--- src/rtl/mvm_stream.sv ---
// Streaming signed matrix-vector multiplier y = A*x with P lockstep MAC lanes.
// A and x are loaded word-serially; results drain in row order over a valid/ready port.
module mvm_stream #(
    parameter int M   = 8,
    parameter int N   = 8,
    parameter int B   = 8,
    parameter int P   = 2,
    parameter int SAT = 0
) (
    input  logic             clk,
    input  logic             reset,
    input  logic             load_matrix,
    input  logic             load_vector,
    input  logic             start,
    input  logic             in_valid,
    output logic             in_ready,
    input  logic [B-1:0]     in_data,
    output logic             out_valid,
    input  logic             out_ready,
    output logic [2*B-1:0]   out_data,
    output logic             busy,
    output logic             done
);

    localparam int unsigned OW = 2 * B;
    localparam int unsigned W  = 2 * B + $clog2(N);
    localparam int unsigned NP = M / P;
    localparam int unsigned K  = NP * N;
    localparam int unsigned AW = $clog2(M * N);
    localparam int unsigned XW = $clog2(N);
    localparam int unsigned RW = (M > 1) ? $clog2(M) : 1;
    localparam int unsigned PW = (NP > 1) ? $clog2(NP) : 1;
    localparam int unsigned CW = $clog2(K + 2);

    localparam logic [2:0] ST_IDLE    = 3'd0;
    localparam logic [2:0] ST_LOAD_A  = 3'd1;
    localparam logic [2:0] ST_LOAD_X  = 3'd2;
    localparam logic [2:0] ST_COMPUTE = 3'd3;
    localparam logic [2:0] ST_DRAIN   = 3'd4;

    localparam logic signed [W-1:0] SMAX = {{(W - OW + 1){1'b0}}, {(OW - 1){1'b1}}};
    localparam logic signed [W-1:0] SMIN = ~SMAX;

    logic [2:0]          state_q, state_d;
    logic [AW-1:0]       ld_cnt_q, ld_cnt_d;
    logic [CW-1:0]       cnt_q, cnt_d;
    logic [XW-1:0]       col_q, col_d;
    logic [PW-1:0]       pass_q, pass_d;
    logic                pv_q, pv_d;
    logic                pfirst_q, pfirst_d;
    logic                plast_q, plast_d;
    logic [PW-1:0]       ppass_q, ppass_d;
    logic [RW-1:0]       ridx_q, ridx_d;
    logic                in_ready_q, in_ready_d;
    logic                out_valid_q, out_valid_d;
    logic [OW-1:0]       out_data_q, out_data_d;
    logic                busy_q, busy_d;
    logic                done_q, done_d;

    logic signed [OW-1:0] prod_q [P];
    logic signed [OW-1:0] prod_d [P];
    logic signed [W-1:0]  acc_q  [P];
    logic signed [W-1:0]  acc_d  [P];

    logic [B-1:0]         a_mem_q [M*N];
    logic [B-1:0]         x_mem_q [N];
    logic signed [W-1:0]  res_q   [M];

    logic                 a_we, x_we;
    logic                 res_we    [P];
    logic [RW-1:0]        res_widx  [P];
    logic signed [W-1:0]  res_wdata [P];

    // Final row value: wrap to the low 2B bits or clamp to the signed 2B range.
    function automatic logic [OW-1:0] fmt(input logic signed [W-1:0] v);
        if (SAT != 0) begin
            if (v > SMAX) return SMAX[OW-1:0];
            if (v < SMIN) return SMIN[OW-1:0];
        end
        return v[OW-1:0];
    endfunction

    function automatic logic [AW-1:0] a_addr(input int unsigned lane,
                                             input logic [PW-1:0] pass,
                                             input logic [XW-1:0] col);
        return AW'((lane + P * pass) * N + col);
    endfunction

    // Lane datapath: registered product, then accumulate; row completes into res_q.
    always_comb begin
        for (int l = 0; l < P; l++) begin
            prod_d[l]    = OW'(signed'(a_mem_q[a_addr(l, pass_q, col_q)]))
                         * OW'(signed'(x_mem_q[col_q]));
            res_wdata[l] = (pfirst_q ? W'(0) : acc_q[l]) + W'(prod_q[l]);
            acc_d[l]     = pv_q ? res_wdata[l] : acc_q[l];
            res_we[l]    = pv_q & plast_q;
            res_widx[l]  = RW'(l + P * ppass_q);
        end
    end

    always_comb begin
        state_d     = state_q;
        ld_cnt_d    = ld_cnt_q;
        cnt_d       = cnt_q;
        col_d       = col_q;
        pass_d      = pass_q;
        pv_d        = 1'b0;
        pfirst_d    = 1'b0;
        plast_d     = 1'b0;
        ppass_d     = ppass_q;
        ridx_d      = ridx_q;
        out_valid_d = out_valid_q;
        out_data_d  = out_data_q;
        done_d      = 1'b0;
        a_we        = 1'b0;
        x_we        = 1'b0;

        case (state_q)
            ST_IDLE: begin
                if (load_matrix) begin
                    state_d  = ST_LOAD_A;
                    ld_cnt_d = '0;
                end else if (load_vector) begin
                    state_d  = ST_LOAD_X;
                    ld_cnt_d = '0;
                end else if (start) begin
                    state_d = ST_COMPUTE;
                    cnt_d   = '0;
                    col_d   = '0;
                    pass_d  = '0;
                end
            end
            ST_LOAD_A: begin
                if (in_valid) begin
                    a_we = 1'b1;
                    if (ld_cnt_q == AW'(M * N - 1)) begin
                        state_d  = ST_IDLE;
                        ld_cnt_d = '0;
                    end else begin
                        ld_cnt_d = ld_cnt_q + AW'(1);
                    end
                end
            end
            ST_LOAD_X: begin
                if (in_valid) begin
                    x_we = 1'b1;
                    if (ld_cnt_q == AW'(N - 1)) begin
                        state_d  = ST_IDLE;
                        ld_cnt_d = '0;
                    end else begin
                        ld_cnt_d = ld_cnt_q + AW'(1);
                    end
                end
            end
            ST_COMPUTE: begin
                cnt_d = cnt_q + CW'(1);
                if (cnt_q < CW'(K)) begin
                    pv_d     = 1'b1;
                    pfirst_d = (col_q == '0);
                    plast_d  = (col_q == XW'(N - 1));
                    ppass_d  = pass_q;
                    if (col_q == XW'(N - 1)) begin
                        col_d  = '0;
                        pass_d = pass_q + PW'(1);
                    end else begin
                        col_d = col_q + XW'(1);
                    end
                end
                // Two extra cycles flush the product register and the last accumulate.
                if (cnt_q == CW'(K + 1)) begin
                    state_d     = ST_DRAIN;
                    ridx_d      = '0;
                    out_valid_d = 1'b1;
                    out_data_d  = fmt(res_q[0]);
                end
            end
            ST_DRAIN: begin
                if (out_ready) begin
                    if (ridx_q == RW'(M - 1)) begin
                        state_d     = ST_IDLE;
                        out_valid_d = 1'b0;
                        out_data_d  = '0;
                        done_d      = 1'b1;
                    end else begin
                        ridx_d     = ridx_q + RW'(1);
                        out_data_d = fmt(res_q[ridx_q + RW'(1)]);
                    end
                end
            end
            default: state_d = ST_IDLE;
        endcase

        in_ready_d = (state_d == ST_LOAD_A) || (state_d == ST_LOAD_X);
        busy_d     = (state_d != ST_IDLE);
    end

    always_ff @(posedge clk) begin
        if (reset) begin
            state_q     <= ST_IDLE;
            ld_cnt_q    <= '0;
            cnt_q       <= '0;
            col_q       <= '0;
            pass_q      <= '0;
            pv_q        <= 1'b0;
            pfirst_q    <= 1'b0;
            plast_q     <= 1'b0;
            ppass_q     <= '0;
            ridx_q      <= '0;
            in_ready_q  <= 1'b0;
            out_valid_q <= 1'b0;
            out_data_q  <= '0;
            busy_q      <= 1'b0;
            done_q      <= 1'b0;
            for (int l = 0; l < P; l++) begin
                prod_q[l] <= '0;
                acc_q[l]  <= '0;
            end
        end else begin
            state_q     <= state_d;
            ld_cnt_q    <= ld_cnt_d;
            cnt_q       <= cnt_d;
            col_q       <= col_d;
            pass_q      <= pass_d;
            pv_q        <= pv_d;
            pfirst_q    <= pfirst_d;
            plast_q     <= plast_d;
            ppass_q     <= ppass_d;
            ridx_q      <= ridx_d;
            in_ready_q  <= in_ready_d;
            out_valid_q <= out_valid_d;
            out_data_q  <= out_data_d;
            busy_q      <= busy_d;
            done_q      <= done_d;
            for (int l = 0; l < P; l++) begin
                prod_q[l] <= prod_d[l];
                acc_q[l]  <= acc_d[l];
            end
        end
    end

    // Operand and result storage is deliberately unreset; writes are blocked while reset is high.
    always_ff @(posedge clk) begin
        if (!reset) begin
            if (a_we) a_mem_q[ld_cnt_q] <= in_data;
            if (x_we) x_mem_q[XW'(ld_cnt_q)] <= in_data;
            for (int l = 0; l < P; l++) begin
                if (res_we[l]) res_q[res_widx[l]] <= res_wdata[l];
            end
        end
    end

    assign in_ready  = in_ready_q;
    assign out_valid = out_valid_q;
    assign out_data  = out_data_q;
    assign busy      = busy_q;
    assign done      = done_q;

endmodule

--- config.mk ---
export PLATFORM = sky130hd
export DESIGN_NAME = mvm_stream
export DESIGN_NICKNAME = d
export VERILOG_FILES = /design/src/rtl/mvm_stream.sv
export SDC_FILE = /design/constraint.sdc
export NUM_CORES = 1
export LEC_CHECK = 0
export CAP_MARGIN = 40
export CORE_MARGIN = 2
export CORE_UTILIZATION = 65
export CTS_CLUSTER_DIAMETER = 100
export DETAILED_ROUTE_END_ITERATION = 8
export PLACE_DENSITY = 0.91
export SETUP_SLACK_MARGIN = 0.4
export SKIP_LAST_GASP = 1
export SYNTH_ARGS = -nofsm -noshare
export SYNTH_HDL_FRONTEND = slang
export SYNTH_SLANG_ARGS = --single-unit
export TNS_END_PERCENT = 100
--- constraint.sdc ---
create_clock -name clk -period 9.8 [get_ports clk]
set_clock_uncertainty 0.1 [all_clocks]
set_input_delay 0.98 -clock clk [delete_from_list [all_inputs] [get_ports clk]]
set_output_delay 0.98 -clock clk [all_outputs]
set_load 0.05 [all_outputs]
==> Word-level counts from Yosys, hierarchy flattened <==
Memory sizes are Yosys's and may differ from the RTL's. A register that Yosys moved wholly into a read port is not among the register bits.
Index checks and enable logic that the tools add are counted.
{ "word_totals": {"mem_bits_rw": 798, "memories": 5, "output_inout_bits": 20, "regBits": 48, "inputBits": 15, "wordCells": 157} }
{ "mem_list": {"columns": ["name", "depth", "width", "rd", "rd_clocked_by_memory_dff", "wr", "line_no", "source"], "rows": [
  ["a_mem_q", 64, 8, 2, 0, 1, "65", "logic [B-1:0] a_mem_q [M*N];"],
  ["res_q", 8, 19, 2, 0, 2, "67", "logic signed [W-1:0] res_q [M];"],
  ["x_mem_q", 8, 8, 1, 1, 1, "66", "logic [B-1:0] x_mem_q [N];"],
  ["acc_q", 2, 19, 2, 0, 2, "62", "logic signed [W-1:0] acc_q [P];"],
  ["prod_q", 2, 16, 2, 0, 2, "60", "logic signed [OW-1:0] prod_q [P];"]
]} }
{ "op_classes": {"n_lt_le_gt_ge": 1, "n_bitwise": 9, "n_eq_ne": 23, "n_addsub": 11, "muxes": 73, "n_reduce_logical": 18, "n_mul": 2} }
{ "op_table": {"columns": ["cell", "n"], "rows": [
  ["$mux 19", 6],
  ["$mux 16", 5],
  ["$mux 3", 20],
  ["$mux 6", 9],
  ["$add 19x16->19", 2],
  ["$mul 8x8->16", 2],
  ["$pmux 16 s2", 1],
  ["$ne 2x2->1 const B", 11],
  ["$mux 1", 20],
  ["$pmux 6 s3", 1],
  ["$reduce_and 4->1", 4],
  ["$pmux 3 s5", 1],
  ["$add 6x1->6 const B", 2],
  ["$add 6x3->6", 2],
  ["$eq 6x6->1 const B", 2],
  ["$pmux 3 s2", 2],
  ["$pmux 6 s2", 1],
  ["$mux 2", 5],
  ["$eq 3x2->1 const B", 3],
  ["$eq 3x3->1 const B", 3],
  ["$add 1x3->3 const A", 2],
  ["$add 3x1->3 const B", 2],
  ["$eq 3x1->1 const B", 2],
  ["$eq 6x3->1 const B", 1],
  ["18 further kinds", 28]
]} }

==> Depth between registers and ports, before layout <==
Gate-level depths: netlist of the first run.
{ "depth": {"depth_word": 6, "ltp_mapped": 23, "mapped_depth_nobuf": 20} }

==> Least setup slack after synthesis of the first run <==
No wires, ideal clock.
{ "synth_timing": {"kind": "reg-to-reg", "startpoint": "register (tool-made name)", "endpoint": "memory prod_q[0][31] (netlist bit)", "setup_ns": 0.128, "arrival_time_ns": 5.833, "n_path_buf": 3, "slack_ns": 3.739, "stages_incl_launch_ff": 21, "synth_period_minus_slack_ns": 6.061, "required_time_ns": 9.572, "cell_sequence": "dfxtp_1 clkbuf_1 buf_2 mux4_2 mux2i_1 clkbuf_1 nor2_1 fa_1 inv_1 fa_1 inv_1 fa_1 inv_1 fa_1 inv_1 ha_1 a2111oi_0 o21ai_0 a41oi_1 xnor2_1 nor2_1"} }
{ "synth_rtl": {"columns": ["item", "line_no"], "rows": [
  ["end, declared", "60"]
]} }

==> summary.md, run 1 <==
| Metric | Value |
|---|---|
| Final clock period utilization by the worst path | 74.2% |
| Buffers inserted during post-CTS setup optimization | 0 |
| Fraction of post-synthesis cell area in the top cell type by area | 55.8% |
| Largest net degree at the start of global routing | 77 |
| Total negative slack for setup checks | 0 ns |
| Area of the core region | 57,700 um^2 |
| Peak supply drop | 244 uV |
| Remaining Overflow, GRT | 0 |
| Global-route usage over all layers | 31.7% |
| Mean post-synth cell area | 15.9 um^2 |
| Summed instance area of the synthesized netlist | 37,900 um^2 |
| Number of setup violations in the final report | 0 |
| Crit Reg-Reg Endpoint | prod_q[0][31]$_SDFF_PP0_ |
| Maximum level of the CTS H-tree | 3 |
| Power per unit of standard cell area | 186 nW/um^2 |
| CTS tree | built |
| Critical path start-end classification | reg -> reg |
| Chip height | 246 um |
| Detail-routed net length per standard cell | 29.4 um |
| Hold bufs inserted after CTS | 0 |
| Setup crit end kind | flip-flop |
| Slew Viols, Final | 0 |
| Internal reg-to-reg setup slack | 2.53 ns |
| Cell types occupying the most area after synthesis | sky130_fd_sc_hd__edfxtp_1 56%, sky130_fd_sc_hd__mux4_2 12%, sky130_fd_sc_hd__dfxtp_1 6.1% |
| Layout cells sized above 1 | 17.4% |
| Max_slew headroom | 19.5% |
| Total number of vias | 22,000 |
| CTS Root Cell | sky130_fd_sc_hd__clkbuf_16 |
| Worst hold margin | 0.360 ns |
| First-pass GRT wire length | 141 mm |
| Clock-pin slew on the worst setup and hold paths | 0.06 ns |
| Final GP Congestion | 0.870 |
| DR iter-0 viols | 2,766 |
| Count of instances resized after the clock tree is built | 0 |
| Detail Placement HPWL | 55.7 mm |
| Logic depth of the worst register-to-register path | 18 |
| Detailed Routing Iterations Pass 1 | 5 |
| Synthesized instance count | 2,381 |
| Max Buffers Root-to-Sink | 3 |
| Full die area | 60,300 um^2 |
| Max_cap viols | 0 |
| Count of unique library cells instantiated by Yosys | 70 |
| Clk_lat worst skew | 0.67 ns |
| Required @ worst endpoint | 10.21 ns |
| Share of synthesized registers carrying an async set or reset | 0% |
| Total DRC errors in the routed layout | 0 |
| RSZ-0062 raised after global routing | no |
| Final setup margin | 2.53 ns |
| Number of failing hold endpoints at the final stage | 0 |
| Crit path max fanout | 16 |
| Residual antenna-violating net count after detailed routing | 0 |
| Worst hold path class | reg -> reg |
| Setup crit start kind | flip-flop |
| Via count of the first global-routing pass | 22,800 |
| Area of all placed cells without fillers | 41,900 um^2 |
| Post-synth EDFFs | 704 |
| Critical path endpoint | prod_q[0][31]$_SDFF_PP0_ |
| Sequential fraction of the synthesis area | 61.8% |
| Number of storage elements in the synthesis netlist | 819 |
| Area grow syn2layout | 10.4% |
| Final critical-path required period | 7.27 ns |
| Per-cell via count in the routed design | 6.69 |
| Final total power | 7770 uW |
| Arrival time of the worst setup path | 7.68 ns |
| Number of top-level design ports | 35 |
| Cell type with the highest aggregate area in the netlist | sky130_fd_sc_hd__edfxtp_1 |
| Port buffer count | 34 |
| Initial antenna violation count | 1 |
| Setup WS pre-CTS | 2.48 ns |
| Run status | completed |
| Number of nets in the layout | 2,670 |
| Initial Utilization | 65.7% |
| Total number of placement rows | 88 |
| Most common cell in the synthesized netlist | sky130_fd_sc_hd__edfxtp_1 |
| Sinks on the clock net | 819 |
| Synth top cells by count | 704 x sky130_fd_sc_hd__edfxtp_1, 274 x sky130_fd_sc_hd__nor2_1, 208 x sky130_fd_sc_hd__mux4_2 |
| Warning count from the yosys run | 0 |
| Static Leak | 0.0143 uW |
| Most used DFF post-synth | sky130_fd_sc_hd__edfxtp_1 |
| Placement Cell Area | 39,200 um^2 |
| Max frequency | 0.137 GHz |
| Transition time at the pin with the least slew margin | 1.17 ns |
| Number of clock buffers inserted by TritonCTS | 81 |
| Net count of the mapped netlist | 2,604 |
| Die X-Extent | 246 um |
| Post-Route WL | 96.6 mm |
[per-stage QoR]
step           instances  utilization [%]
4_1_cts             3270             72.4
3_3_place_gp        3105             67.6
2_1_floorplan       2381                -
3_5_place_dp        3118             67.9
6_report            3282             72.6
5_1_grt             3281             72.6
[flip-flops by register name, summed over array words and instances, names as in the netlist, named ones only]
name       flops
prod_q        32
ppass_q        2
a_mem_q      512
in_ready       1
plast_q        1
pv_q           1
pfirst_q       1
x_mem_q       64
cnt_q          6
res_q        128
busy           1
ridx_q         3
out_data      16
col_q          3
pass_q         2
done           1
state_q        3
acc_q         32
ld_cnt_q       6
out_valid      1
[worst max-delay path, stage by stage, from the launching register on]
cell and delay (ns):
sky130_fd_sc_hd__dfxtp_1 0.63, sky130_fd_sc_hd__buf_8 0.24, sky130_fd_sc_hd__mux4_2 0.50, sky130_fd_sc_hd__mux2i_1 0.92, sky130_fd_sc_hd__inv_1 0.64, sky130_fd_sc_hd__fa_1 0.65, sky130_fd_sc_hd__inv_1 0.06, sky130_fd_sc_hd__fa_1 0.50
sky130_fd_sc_hd__inv_1 0.05, sky130_fd_sc_hd__fa_1 0.54, sky130_fd_sc_hd__inv_1 0.05, sky130_fd_sc_hd__fa_1 0.47, sky130_fd_sc_hd__inv_1 0.04, sky130_fd_sc_hd__ha_1 0.32, sky130_fd_sc_hd__a2111oi_0 0.63, sky130_fd_sc_hd__o21ai_0 0.28
sky130_fd_sc_hd__a41oi_1 0.31, sky130_fd_sc_hd__xnor2_1 0.14, sky130_fd_sc_hd__nor2_1 0.05
[where the power goes]
group / leakage, uW / switching, uW / internal (uW) / total, uW
Combinational: 0.00579 / 486 / 292 / 778
Sequential: 0.00728 / 32.2 / 3870 / 3900
Clock: 0.00125 / 1410 / 1680 / 3090
Total: 0.0143 / 1930 / 5840 / 7770
[final cells by class]
type / instances / area [um^2]
diodes: 1 / 2.50
repair buffers: 90 / 836
flip-flops and latches: 819 / 23500
clock buffers: 107 / 2190
clock inverters: 45 / 408
inverters: 185 / 694
well taps: 765 / 957
fillers: 3213 / 15800
multi-input cells: 1270 / 13300
[layout by cell type, fill, tap and decap left out, drive strengths merged, types with 8 or more instances in the layout]
cell type	n
edfxtp	704
nor2	274
mux4	208
inv	189
dfxtp	115
fa	112
clkbuf	107
ha	96
buf	65
nand2	55
nor2b	47
a21oi	46
mux2i	46
xnor2	39
o21ai	39
clkinv	33
nor3	30
or2	27
clkdlybuf4s50	25
xor2	23
a211oi	22
nand3	19
mux2	18
a22oi	17
a21o	14
o21a	13
and3	12
nand3b	11
nand4	11
and2	11
nand2b	8
[per-layer routing]
layer,wire [um],GRT usage [%],part of all wire (%),vias up
met3,9040,5.88,9.4,339
met1,32900,39.8,34,11100
met2,49100,53.4,51,1512
met5,13,0,0.013,-
met4,5570,16.1,5.8,2
li1,-,-,-,9038
[worst min-delay path by stage]
stage / start / endpoint / slack [ns] / depth (start not counted)
2_1_floorplan: ridx_q[1]$_SDFFE_PP0P_ / ridx_q[1]$_SDFFE_PP0P_ / 0.34 / 2
3_3_place_gp: ridx_q[2]$_SDFFE_PP0P_ / ridx_q[2]$_SDFFE_PP0P_ / 0.34 / 2
3_5_place_dp: acc_q[0][27]$_SDFFE_PP0P_ / acc_q[0][27]$_SDFFE_PP0P_ / 0.35 / 2
4_1_cts: ridx_q[1]$_SDFFE_PP0P_ / ridx_q[1]$_SDFFE_PP0P_ / 0.36 / 2
5_1_grt: ridx_q[1]$_SDFFE_PP0P_ / ridx_q[1]$_SDFFE_PP0P_ / 0.38 / 2
6_report: acc_q[0][27]$_SDFFE_PP0P_ / acc_q[0][27]$_SDFFE_PP0P_ / 0.36 / 2
[cell families (layout without fill, tap and decap cells)]
| kind of cell | after synthesis | in the layout | share of synthesized area (%) |
|---|---|---|---|
| DFF | 819 | 819 | 61.8 |
| and+or+nand+nor | 524 | 524 | 6.42 |
| buffers and inverters | 292 | 427 | 3.03 |
| muxes | 272 | 272 | 14.6 |
| adders and majority gates | 208 | 208 | 9.08 |
| AOI/OAI and AO/OA | 204 | 204 | 3.60 |
| xor gates and xnor gates | 62 | 62 | 1.43 |
| other | 0 | 1 | 0 |
No activity file was read; power rests on OpenSTA's default activity.
==> run 2: changes to the inputs <==
CORE_UTILIZATION = 63   (was 65)
PLACE_DENSITY = 0.89   (was 0.91)
clock period = 7.1 ns   (was 9.8 ns; I/O delays follow)
==> run 2 against run 1 <==
- non-clock buffer count up 5
- first-iteration DRC count shrank 6.0%
- core utilization decreased by 1.7 points
- setup slack got worse by 1.9 ns
- critical path depth unchanged
- sequential power up 38%
- critical endpoint is now prod_q[0][14]$_SDFF_PP0_
- highest routed layer unchanged
==> summary.md, run 2 (synthesis results as in run 1) <==
| Metric | Value |
|---|---|
| Initial antenna violation count | 2 |
| Commonest non-fill, non-tap cells in the layout | 704 x sky130_fd_sc_hd__edfxtp_1, 272 x sky130_fd_sc_hd__nor2_1, 208 x sky130_fd_sc_hd__mux4_2 |
| Detailed Routing Iterations Pass 1 | 7 |
| Initial Utilization | 64.0% |
| Remaining Overflow, GRT | 0 |
| Maximum level of the CTS H-tree | 3 |
| Flip-flop count of the largest register, all copies and words added | 512 |
| Worst Hold Depth | 2 |
| Critical path start-end classification | reg -> reg |
| DR iter-0 viols | 2,600 |
| Power per unit of standard cell area | 255 nW/um^2 |
| CTS tree | built |
| Total DRC errors in the routed layout | 0 |
| Number of top-level design ports | 35 |
| Startpoint of the worst register-to-register path | col_q[0]$_SDFFE_PP0P_ |
| Setup crit start kind | flip-flop |
| Crit Reg-Reg Endpoint | prod_q[0][14]$_SDFF_PP0_ |
| Area of the core region | 59,200 um^2 |
| Number of failing hold endpoints at the final stage | 0 |
| Total negative slack for setup checks | 0 ns |
| Final GP Congestion | 0.873 |
| Worst Hold End | ridx_q[2]$_SDFFE_PP0P_ |
| Total number of vias | 21,600 |
| Setup crit end kind | flip-flop |
| Max_cap viols | 0 |
| Worst hold path class | reg -> reg |
| Share of the core filled with cells | 70.9% |
| Chip height | 249 um |
| Launch instance of the worst min-delay path | ridx_q[2]$_SDFFE_PP0P_ |
| Critical Path Slowest Stage Cell | sky130_fd_sc_hd__mux4_2 |
| Per-cell via count in the routed design | 6.57 |
| Layer with the highest usage | met2 |
| Run status | completed |
| Global routing usage on met2 | 50.9% |
| Largest register by flop count | a_mem_q |
| Max frequency | 0.155 GHz |
| First-pass GRT wire length | 140 mm |
| Number of clock buffers inserted by TritonCTS | 80 |
| Detail-routed net length per standard cell | 27.8 um |
| CP top delay family | adder cells |
| Worst-path cell chain | buf_12 -> mux4_2 -> mux4_2 -> mux2i_4 -> nor2_1 -> fa_1 -> inv_1 -> fa_1 -> inv_1 -> fa_1 -> fa_1 -> ha_1 -> a21oi_1 -> o21bai_1 -> a2111o_1 -> a41oi_1 -> xor2_1 -> nor2_1 |
| Final total power | 10,700 uW |
| Clock-pin slew on the worst setup and hold paths | 0.06 ns |
| Logic depth of the worst register-to-register path | 18 |
| Clk_lat worst skew | 0.66 ns |
| Crit path max fanout | 31 |
| Port buffer count | 34 |
| Transition time at the pin with the least slew margin | 0.954 ns |
| Static Leak | 0.0144 uW |
| Total number of placement rows | 89 |
| Die X-Extent | 249 um |
| RSZ-0062 raised after global routing | no |
| Sinks on the clock net | 819 |
| Largest net degree at the start of global routing | 73 |
| Final clock period utilization by the worst path | 91.1% |
| Arrival time of the worst setup path | 6.86 ns |
| Max_slew headroom | 36.2% |
| Required @ worst endpoint | 7.50 ns |
| Via count of the first global-routing pass | 22,800 |
| Slew Viols, Final | 0 |
| Peak supply drop | 246 uV |
| Max Buffers Root-to-Sink | 3 |
| Residual antenna-violating net count after detailed routing | 0 |
| CTS Root Cell | sky130_fd_sc_hd__clkbuf_16 |
| Number of nets in the layout | 2,674 |
| Number of setup violations in the final report | 0 |
| Global routing met1 resource utilization | 37.7% |
| Most common cell after layout, fill and taps aside | sky130_fd_sc_hd__edfxtp_1 |
| Placement Cell Area | 39,200 um^2 |
| Detail Placement HPWL | 55.2 mm |
| Area grow syn2layout | 10.8% |
| Worst stage delay on the critical path | 0.59 ns |
| Post-Route WL | 91.6 mm |
| Layout cells sized above 1 | 17.5% |
| Routing usage on met3 | 5.64% |
| Area of all placed cells without fillers | 42,000 um^2 |
| Global-route usage over all layers | 30.2% |
| Critical path's most frequent cell | sky130_fd_sc_hd__fa_1 |
| Full die area | 62,200 um^2 |
| WP buf/inv | 3 |
| Final critical-path required period | 6.47 ns |
| Internal reg-to-reg setup slack | 0.63 ns |
## run 2: worst max path at each step
stage	start	slack (ns)	to	depth (start not counted)
after floorplan	flip-flop	1.04	prod_q[0][31]$_SDFF_PP0_	20
after global placement	col_q[0]$_SDFFE_PP0P_	0.51	prod_q[0][31]$_SDFF_PP0_	19
after detailed placement	col_q[0]$_SDFFE_PP0P_	0.40	prod_q[0][31]$_SDFF_PP0_	19
after CTS	col_q[0]$_SDFFE_PP0P_	0.47	prod_q[0][31]$_SDFF_PP0_	19
after global routing	col_q[0]$_SDFFE_PP0P_	0.43	prod_q[0][30]$_SDFF_PP0_	20
final	col_q[0]$_SDFFE_PP0P_	0.63	prod_q[0][14]$_SDFF_PP0_	18
## run 2: per-layer routing
layer	up-vias	routed length, um
met1	10900	32000
met2	1309	46500
met5	-	13
li1	9041	-
met3	328	7720
met4	2	5280
## run 2: cell type report
cell class	count	area (um^2)
Sequential cell	819	23500
Fill cell	3407	17300
Multi-Input combinational cell	1270	13400
Clock buffer	106	2160
Tap cell	773	967
Timing Repair Buffer	95	912
Inverter	185	694
Clock inverter	39	440
Antenna cell	1	2.50
## run 2: what timing repair did
item                                    in CTS  in global routing
endpoints found under the setup margin       2                  6
resized for setup                            1                  7
hold buffers                                 0                  0
buffers inserted                             1                 10
## run 2: power by group
part / internal, uW / switching, uW
registers: 5340 / 42.8
logic: 409 / 679
clock network: 2360 / 1880
## run 2: through the flow
stage / hold WS [ns] / worst slack (ns) / cells
floorplan: 0.336 / 1.04 / 2381
global placement: 0.343 / 0.509 / 3121
detailed placement: 0.356 / 0.404 / 3128
CTS: 0.366 / 0.467 / 3274
global route: 0.404 / 0.426 / 3287
finish: 0.364 / 0.634 / 3288
## run 2: tightest hold or removal path, cell delays in order (launching register included)
cell and delay (ns):
sky130_fd_sc_hd__dfxtp_1 0.31, sky130_fd_sc_hd__nand2_1 0.05, sky130_fd_sc_hd__a21oi_1 0.05
==> run 3: changes to the inputs <==
CORE_ASPECT_RATIO = 0.6   (was not set)
SKIP_LAST_GASP = not set   (was 1)
==> run 3 against run 2 <==
- sequential power about the same
- die area up 0.11%
- via count rose by 1.3%
- critical path depth unchanged
- worst hold slack got worse by 0.0021 ns
- power down 0.78%
- core utilization rose by 0.14 points
- final cell count grew 0.73%
- non-clock buffer count grew 26
- combinational power about the same
- global-route usage is essentially flat
- critical endpoint unchanged
- largest cell class unchanged
==> summary.md, run 3 (synthesis results as in run 1) <==
| Metric | Value |
|---|---|
| Run status | completed |
| Uppermost layer routed | met5 |
| Global-route usage over all layers | 30.3% |
| Largest net degree at the start of global routing | 73 |
| Non-filler instance count after layout | 3,312 |
| Setup crit end kind | flip-flop |
| Per-cell via count in the routed design | 6.61 |
| Residual antenna-violating net count after detailed routing | 0 |
| Number of failing hold endpoints at the final stage | 0 |
| Transition time at the pin with the least slew margin | 1.01 ns |
| Max_slew headroom | 32.6% |
| DR iter-0 viols | 2,887 |
| Detail Placement HPWL | 59.2 mm |
| Total number of placement rows | 69 |
| Final GP Congestion | 0.887 |
| Worst hold margin | 0.362 ns |
| First-pass GRT wire length | 139 mm |
| Metal-1 WL | 35.7 mm |
| Total number of vias | 21,900 |
| Number of nets in the layout | 2,693 |
| Static Leak | 0.0145 uW |
| Detailed route wirelength on metal2 | 41.4 mm |
| Max Buffers Root-to-Sink | 3 |
| Area taken by multi-input logic gates | 13,400 um^2 |
| Max frequency | 0.152 GHz |
| Clk_lat worst skew | 0.64 ns |
| Full die area | 62,200 um^2 |
| Via count of the first global-routing pass | 22,200 |
| CTS Root Cell | sky130_fd_sc_hd__clkbuf_16 |
| Detailed Routing Iterations Pass 1 | 6 |
| Commonest non-fill, non-tap cells in the layout | 704 x sky130_fd_sc_hd__edfxtp_1, 272 x sky130_fd_sc_hd__nor2_1, 208 x sky130_fd_sc_hd__mux4_2 |
| Hold bufs inserted after CTS | 0 |
| Area used by sequential logic in the layout | 23,500 um^2 |
| Final clock period utilization by the worst path | 92.7% |
| Initial antenna violation count | 6 |
| Most common cell after layout, fill and taps aside | sky130_fd_sc_hd__edfxtp_1 |
| Chip height | 194 um |
| Post-Route WL | 91.6 mm |
| Placement Cell Area | 39,400 um^2 |
| Flip-flop count of the largest register, all copies and words added | 512 |
| Post-placement cell count | 3,153 |
| Sinks on the clock net | 819 |
| RSZ-0062 raised after global routing | yes |
| Total negative slack for setup checks | 0 ns |
| Layout cells sized above 1 | 18.6% |
| Maximum level of the CTS H-tree | 3 |
| Area of all placed cells without fillers | 42,100 um^2 |
| Number of setup violations in the final report | 0 |
| Remaining Overflow, GRT | 0 |
| Total DRC errors in the routed layout | 0 |
| Area grow syn2layout | 11.1% |
| Detail-routed net length per standard cell | 27.6 um |
| Worst hold path class | reg -> reg |
| Required @ worst endpoint | 7.50 ns |
| Setup crit start kind | flip-flop |
| Die X-Extent | 321 um |
| Crit path max fanout | 26 |
| Area of the core region | 59,300 um^2 |
| Clock-pin slew on the worst setup and hold paths | 0.07 ns |
| Number of clock buffers inserted by TritonCTS | 73 |
| Port buffer count | 34 |
| Initial Utilization | 63.9% |
| Max_cap viols | 0 |
| Number of inserted filler cells in the final layout | 3,420 |
| Final total power | 10,600 uW |
| Arrival time of the worst setup path | 6.98 ns |
| Peak supply drop | 253 uV |
| Largest register by flop count | a_mem_q |
| Final critical-path required period | 6.58 ns |
| Routed length on met3 | 12.2 mm |
| Critical path start-end classification | reg -> reg |
| Slew Viols, Final | 0 |
| Power per unit of standard cell area | 252 nW/um^2 |
| Number of top-level design ports | 35 |
| CTS tree | built |
[run 3: layout make-up]
cell class / count / area share (%)
Sequential cell: 819 / 55.7
Multi-Input combinational cell: 1270 / 31.7
Clock buffer: 85 / 4.60
Timing Repair Buffer: 121 / 2.76
Tap cell: 781 / 2.32
Inverter: 185 / 1.65
Clock inverter: 49 / 1.28
Antenna cell: 2 / 0.0119
[run 3: worst max-delay path, stage by stage (launching register included)]
cell and delay (ns):
sky130_fd_sc_hd__dfxtp_4 0.57, sky130_fd_sc_hd__buf_16 0.28, sky130_fd_sc_hd__mux4_2 0.61, sky130_fd_sc_hd__mux4_2 0.57
sky130_fd_sc_hd__mux2i_4 0.37, sky130_fd_sc_hd__nor2_1 0.11, sky130_fd_sc_hd__fa_1 0.55, sky130_fd_sc_hd__inv_1 0.06
sky130_fd_sc_hd__fa_1 0.52, sky130_fd_sc_hd__inv_1 0.05, sky130_fd_sc_hd__fa_1 0.49, sky130_fd_sc_hd__fa_1 0.42
sky130_fd_sc_hd__ha_1 0.35, sky130_fd_sc_hd__a21oi_1 0.24, sky130_fd_sc_hd__o21bai_1 0.12, sky130_fd_sc_hd__a2111o_1 0.45
sky130_fd_sc_hd__a41oi_1 0.25, sky130_fd_sc_hd__xor2_1 0.21, sky130_fd_sc_hd__nor2_1 0.06
[run 3: final timing paths]
path                                  start                         to  slack [ns]  cells after the start
setup / recovery      col_q[0]$_SDFFE_PP0P_   prod_q[0][14]$_SDFF_PP0_        0.52                     18
hold / removal    acc_q[0][25]$_SDFFE_PP0P_  acc_q[0][25]$_SDFFE_PP0P_        0.36                      2
setup reg to reg      col_q[0]$_SDFFE_PP0P_   prod_q[0][14]$_SDFF_PP0_        0.52                     18
hold reg to reg   acc_q[0][25]$_SDFFE_PP0P_  acc_q[0][25]$_SDFFE_PP0P_        0.36                      2
[run 3: power by group]
group | leakage (uW) | internal, uW | switching [uW] | total (uW)
sequential | 0.00728 | 5340 | 43.2 | 5380
clock | 0.00121 | 2320 | 1820 | 4140
combinational | 0.00598 | 408 | 699 | 1110
total | 0.0145 | 8070 | 2560 | 10600
[run 3: metrics by stage]
stage,util [%],setup slack [ns]
4_1_cts,70.6,0.408
3_5_place_dp,66.4,0.346
5_1_grt,71.0,0.327
3_3_place_gp,66.1,0.575
2_1_floorplan,-,1.04
6_report,71.0,0.516
[run 3: timing repair]
item,4_1_cts,5_1_grt
gates resized for setup,1,8
cloned,0,1
buffers inserted,1,9
pin swaps,0,0
setup endpoints to repair,1,6
[run 3: layer usage]
metal,global-route usage (%),up-vias
li1,-,9084
met1,44.1,11200
met2,45.2,1473
met5,0,-
met3,9.19,181
met4,8.00,2
